`src/rtl/apd04_topk_pkg.sv`:
```
// Shared types and default sizing for the top-K result buffer.
package apd04_topk_pkg;

  localparam int unsigned DEFAULT_DATA_WIDTH = 16;
  localparam int unsigned DEFAULT_TOP_K      = 128;

  typedef enum logic {
    FILL  = 1'b0,
    DRAIN = 1'b1
  } state_e;

endpackage

```
`src/rtl/apd04_sdp_ram.sv`:
```
// Simple dual-port RAM: one write port, one read port with a registered (1-cycle) read.
module apd04_sdp_ram
  import apd04_topk_pkg::*;
#(
  parameter int unsigned DATA_WIDTH = DEFAULT_DATA_WIDTH,
  parameter int unsigned DEPTH      = DEFAULT_TOP_K
) (
  input  logic                     clk,
  input  logic                     wr_en,
  input  logic [$clog2(DEPTH)-1:0] wr_addr,
  input  logic [DATA_WIDTH-1:0]    wr_data,
  input  logic                     rd_en,
  input  logic [$clog2(DEPTH)-1:0] rd_addr,
  output logic [DATA_WIDTH-1:0]    rd_data
);

  logic [DATA_WIDTH-1:0] mem [DEPTH];

  always_ff @(posedge clk) begin
    if (wr_en) mem[wr_addr] <= wr_data;
    if (rd_en) rd_data <= mem[rd_addr];
  end

endmodule

```
`src/rtl/apd04_topk_result_buffer.sv`:
```
// Captures a heap drain into RAM, then replays it on an AXI-Stream master.
// Define APD04_TOPK_DESCEND_EN for LIFO (reverse-arrival) output order; FIFO otherwise.
module apd04_topk_result_buffer
  import apd04_topk_pkg::*;
#(
  parameter int unsigned DATA_WIDTH = DEFAULT_DATA_WIDTH,
  parameter int unsigned TOP_K      = DEFAULT_TOP_K
) (
  input  logic                       clk,
  input  logic                       aresetn,
  input  logic [DATA_WIDTH-1:0]      s_axis_din_tdata,
  input  logic                       s_axis_din_tvalid,
  input  logic                       s_axis_din_tlast,
  output logic [DATA_WIDTH-1:0]      m_axis_dout_tdata,
  output logic                       m_axis_dout_tvalid,
  output logic                       m_axis_dout_tlast,
  input  logic                       m_axis_dout_tready,
  output logic [$clog2(TOP_K+1)-1:0] result_count,
  output logic                       busy,
  output logic                       overflow_err
);

  localparam int unsigned AW = $clog2(TOP_K);
  localparam int unsigned CW = $clog2(TOP_K + 1);

  typedef logic [DATA_WIDTH-1:0] payload_t;

  state_e   state, state_next;
  logic [AW-1:0] wr_ptr;
  logic [CW-1:0] rd_ptr;
  logic [AW-1:0] rd_addr;
  logic          wr_en, rd_en, pop, drain_done;
  logic [1:0]    occ;
  logic          rd_pend, rd_pend_last;
  payload_t      ram_rdata, skid_data;
  logic          skid_valid, skid_last;

  apd04_sdp_ram #(
    .DATA_WIDTH (DATA_WIDTH),
    .DEPTH      (TOP_K)
  ) u_ram (
    .clk     (clk),
    .wr_en   (wr_en),
    .wr_addr (wr_ptr),
    .wr_data (s_axis_din_tdata),
    .rd_en   (rd_en),
    .rd_addr (rd_addr),
    .rd_data (ram_rdata)
  );

  always_ff @(posedge clk or negedge aresetn) begin
    if (!aresetn) state <= FILL;
    else          state <= state_next;
  end

  // Next state, RAM strobes; a read is only issued when its data is sure to find a free slot.
  always_comb begin
    state_next = state;
    wr_en      = 1'b0;
    rd_en      = 1'b0;
    drain_done = 1'b0;
    pop        = m_axis_dout_tvalid & m_axis_dout_tready;
    occ        = 2'(m_axis_dout_tvalid) + 2'(skid_valid) + 2'(rd_pend) - 2'(pop);
`ifdef APD04_TOPK_DESCEND_EN
    rd_addr    = AW'(result_count - CW'(1) - rd_ptr);
`else
    rd_addr    = AW'(rd_ptr);
`endif
    case (state)
      FILL: begin
        if (s_axis_din_tvalid) begin
          wr_en = 1'b1;
          if (s_axis_din_tlast || (result_count == CW'(TOP_K - 1))) state_next = DRAIN;
        end
      end
      DRAIN: begin
        if ((rd_ptr < result_count) && (occ < 2'd2)) rd_en = 1'b1;
        if (pop && m_axis_dout_tlast) begin
          drain_done = 1'b1;
          state_next = FILL;
        end
      end
      default: state_next = FILL;
    endcase
  end

  always_ff @(posedge clk or negedge aresetn) begin
    if (!aresetn) begin
      wr_ptr             <= '0;
      rd_ptr             <= '0;
      result_count       <= '0;
      rd_pend            <= 1'b0;
      rd_pend_last       <= 1'b0;
      skid_valid         <= 1'b0;
      skid_last          <= 1'b0;
      skid_data          <= '0;
      m_axis_dout_tdata  <= '0;
      m_axis_dout_tvalid <= 1'b0;
      m_axis_dout_tlast  <= 1'b0;
      busy               <= 1'b0;
      overflow_err       <= 1'b0;
    end else begin
      busy         <= (state_next == DRAIN);
      rd_pend      <= rd_en;
      rd_pend_last <= rd_en && (rd_ptr == result_count - CW'(1));
      if (state == DRAIN && s_axis_din_tvalid) overflow_err <= 1'b1;
      if (wr_en) begin
        wr_ptr       <= wr_ptr + AW'(1);
        result_count <= result_count + CW'(1);
      end
      if (rd_en) rd_ptr <= rd_ptr + CW'(1);

      // Output register backed by a one-entry skid buffer absorbs the RAM read latency.
      if (!m_axis_dout_tvalid || pop) begin
        if (skid_valid) begin
          m_axis_dout_tvalid <= 1'b1;
          m_axis_dout_tdata  <= skid_data;
          m_axis_dout_tlast  <= skid_last;
          skid_valid         <= rd_pend;
          skid_data          <= ram_rdata;
          skid_last          <= rd_pend_last;
        end else begin
          m_axis_dout_tvalid <= rd_pend;
          m_axis_dout_tlast  <= rd_pend && rd_pend_last;
          if (rd_pend) m_axis_dout_tdata <= ram_rdata;
        end
      end else if (rd_pend) begin
        skid_valid <= 1'b1;
        skid_data  <= ram_rdata;
        skid_last  <= rd_pend_last;
      end

      if (drain_done) begin
        wr_ptr       <= '0;
        rd_ptr       <= '0;
        result_count <= '0;
      end
    end
  end

endmodule

```
`config.mk`:
```
export PLATFORM = sky130hd
export DESIGN_NAME = apd04_topk_result_buffer
export DESIGN_NICKNAME = d
export VERILOG_FILES = /design/src/rtl/apd04_topk_pkg.sv /design/src/rtl/apd04_sdp_ram.sv /design/src/rtl/apd04_topk_result_buffer.sv
export SDC_FILE = /design/constraint.sdc
export NUM_CORES = 2
export LEC_CHECK = 0
export CAP_MARGIN = 20
export CORE_ASPECT_RATIO = 1.75
export CORE_MARGIN = 2
export CORE_UTILIZATION = 59
export CTS_BUF_LIST = sky130_fd_sc_hd__clkbuf_8
export CTS_CLUSTER_DIAMETER = 100
export DETAILED_ROUTE_END_ITERATION = 10
export PLACE_DENSITY_LB_ADDON = 0.08
export SYNTH_ARGS = -nofsm -noshare
export SYNTH_HDL_FRONTEND = slang
export SYNTH_SLANG_ARGS = --single-unit
```
`constraint.sdc`:
```
create_clock -name clk -period 3.2 [get_ports clk]
set_input_delay 0.64 -clock clk [delete_from_list [all_inputs] [get_ports clk]]
set_output_delay 0.64 -clock clk [all_outputs]
set_load 0.02 [all_outputs]
```
==> results_dict.tcl <==
set metrics [dict create \
    track_usage_pct 31.3 \
    grt_pass1_vias 44100 \
    yosys.area.top_type "edfxtp_1" \
    clk_pin_slew_worst_paths_ns 0.07 \
    ant_nets 0 \
    post-route-period-util_pct 99.8 \
    leakage_nw 30.8 \
    drv_slew 0 \
    cts_setup_buffers 0 \
    ys_warn_count 0 \
    synth_top_area_share_pct 74.9 \
    worst_skew_pair.late_latency_ns 1.02 \
    syn-cell-area_um2 82700 \
    viasPerCell 6.53 \
    totalWireLength_um 221000 \
    ys_ff_latch 2127 \
    timing.fmax_mhz 313 \
    worstSetupEndpointType "flip-flop" \
    ios 49 \
    portBuffers 48 \
    place_hpwl_um 143000 \
    period_minus_slack_ns 3.20 \
    grt_pass1_wl_um 314000 \
    drive_above_1_share_pct 29.9 \
    core_area_um2 139000 \
    place_congestion 0.920 \
    dpl_worst_slack_ns -0.194 \
    start_kind "flip-flop" \
    synth_cells 3904 \
    synth_seq_area_share_pct 76.8 \
    fin_ws_ns 0.00487 \
    criticalPathCategory "flip-flop to flip-flop" \
    cap_violations 0 \
    ys_types 75 \
    syn_nets 3939 \
    cts_inserted_buffers 309 \
    synth_common_cells "edfxtp_1 (2064), mux4_2 (450), mux2i_1 (203), nor2_1 (189), nand2_1 (84)" \
    cp.arrival_ns 3.91 \
    antenna_found_initial 4 \
    n_fill_cell 8784 \
    overflow 0 \
    cts.path.max_buffers 4 \
    worst_pin_slew_ns 1.07 \
    ys.flop_type "edfxtp_1" \
    vias 43000 \
    htreeDepth 5 \
    status "completed" \
    final_nets 4576 \
    power.density_nw_per_um2 796 \
    start_util_pct 59.5 \
    die_h_um 499 \
    final_util_pct 68.3 \
    fin_setup_tns_ns 0 \
    synth_most_common_cell "edfxtp_1" \
    async_flop_share_pct 2.96 \
    clkSinkCount 2127 \
    drtIter0Drc 4733 \
    drc_errors 0 \
    hold_viol 0 \
    irDropWorstVdd_v 0.000494 \
    std_cell_rows 181 \
    max_slew_margin_pct 28.0 \
    cp.required_ns 3.91 \
    cts_root_buf "clkbuf_8" \
    setup_viol 0 \
    cts_tree "built" \
    wire_per_inst_um 33.6 \
    grt_max_degree 129 \
    synth_edf_count 2064 \
    critical_path.max_fanout 23 \
    dr.pass1.iters 6 \
    finalClockSkew_ns 0.0883 \
    hp-class "input pin to flip-flop" \
    die_area_um2 143000 \
    die_w_um 287 \
    yosys-top-cells-area "edfxtp_1 (75%), mux4_2 (12%), mux2i_1 (2.5%), dfrtp_1 (1.9%), nor2_1 (0.86%)" \
    area_growth_syn_to_layout_pct 14.9 \
    avgSynthCellArea_um2 21.2 \
]
==> cell families (layout without fill, tap and decap cells) <==
group	count (synthesis)	in the layout	share of synthesized area [%]
AOI/OAI and AO/OA	383	383	3.32
other	0	2	0
DFF	2127	2127	76.8
buffers and inverters	236	1086	1.84
xor gates and xnor gates	20	20	0.212
adders and majority gates	15	15	0.224
muxes	674	674	15.0
and+or+nand+nor	449	449	2.54
==> routing by layer <==
metal	global-route usage, %	part of all wire [%]
met1	39.7	36
met2	52.8	52
met3	5.09	6.9
met4	15.6	5.5
met5	0	0.012
==> where the power goes <==
group,internal [mW],switching [mW]
registers,31.1,0.483
clock network,9.94,9.87
logic,10.6,13.6
total,51.7,24.0
==> flip-flops by register name, summed over array words and instances, names as in the netlist <==
register and count:
rd_ptr 8, rd_pend 1, u_ram.mem 2048, m_axis_dout_tdata 16, skid_last 1, wr_ptr 7, result_count 8, overflow_err 1
m_axis_dout_tlast 1, m_axis_dout_tvalid 1, skid_data 16, busy 1, skid_valid 1, rd_pend_last 1, u_ram.rd_data 16
==> stage by stage <==
step                total power, mW  hold slack, ns  instance area [um^2]  instances
floorplan                      45.7           0.344                 82700       3904
global placement               55.9           0.440                 89500       6058
detailed placement             56.3           0.448                 89500       6058
CTS                            76.0          0.0486                 95000       6584
global route                   78.1          0.0814                 95000       6585
finish                         75.7           0.113                 95000       6586
==> final cells by class <==
cell class	count	area [um^2]	share of cell area, %
sequential	2127	63600	66.9
clock inverter	206	1110	1.17
inverter	14	52.6	0.0553
clock buffer	318	4380	4.61
tap	1830	2290	2.41
multi-input combinational	1541	17800	18.7
timing repair buffer	548	5850	6.15
antenna	2	5.00	0.00527
==> timing repair <==
item	4_1_cts	5_1_grt
hold buffers	2	0
setup endpoints to repair	4	23
cloned	0	0
hold endpoints to repair	32	0
pin swaps	0	1
resized for setup	4	8
==> path summary, 6_finish.rpt <==
path / from / to / slack (ns) / depth (start not counted)
min in group asynchronous: aresetn / wr_ptr[0] / 0.35 / 2
worst min register to register: overflow_err / overflow_err / 0.45 / 1
worst min-delay path: s_axis_din_tdata[14] / u_ram.mem[50][14] / 0.11 / 1
max in group asynchronous: aresetn / skid_data[14] / 2.19 / 3
worst max-delay path: rd_ptr[0] / u_ram.rd_data[8] / 0.005 / 10
worst max register to register: rd_ptr[0] / u_ram.rd_data[8] / 0.005 / 10
==> critical path, cell delays in order, from the launching register on <==
cell and delay, ns:
dfrtp_4 0.47, buf_12 0.16, buf_12 0.22, buf_4 0.20, mux4_2 0.54, a22oi_2 0.26, buf_4 0.19, a211oi_1 0.14
nor3_2 0.45, buf_4 0.18, nor2_1 0.09
==> cell usage in the layout, fill, tap and decap left out, types with 19 or more instances in the layout <==
master | netlist | final
edfxtp_1 | 2064 | 2064
mux4_2 | 450 | 450
inv_1 | 14 | 85
buf_12 | 4 | 132
nor2b_1 | 22 | 20
a22o_1 | 25 | 25
o22ai_1 | 40 | 40
clkbuf_8 | 0 | 318
clkinv_2 | 0 | 39
a22oi_1 | 78 | 75
a21oi_1 | 82 | 82
o221ai_1 | 23 | 23
nand3_1 | 54 | 54
a211oi_1 | 20 | 20
clkinv_1 | 0 | 76
nor2_1 | 189 | 184
nand2_1 | 84 | 84
dfrtp_1 | 63 | 56
buf_4 | 46 | 381
o21ai_0 | 23 | 23
clkdlybuf4s50_1 | 0 | 31
mux2i_1 | 203 | 201
mux2_2 | 19 | 19
(Power assumes the default switching activity.)
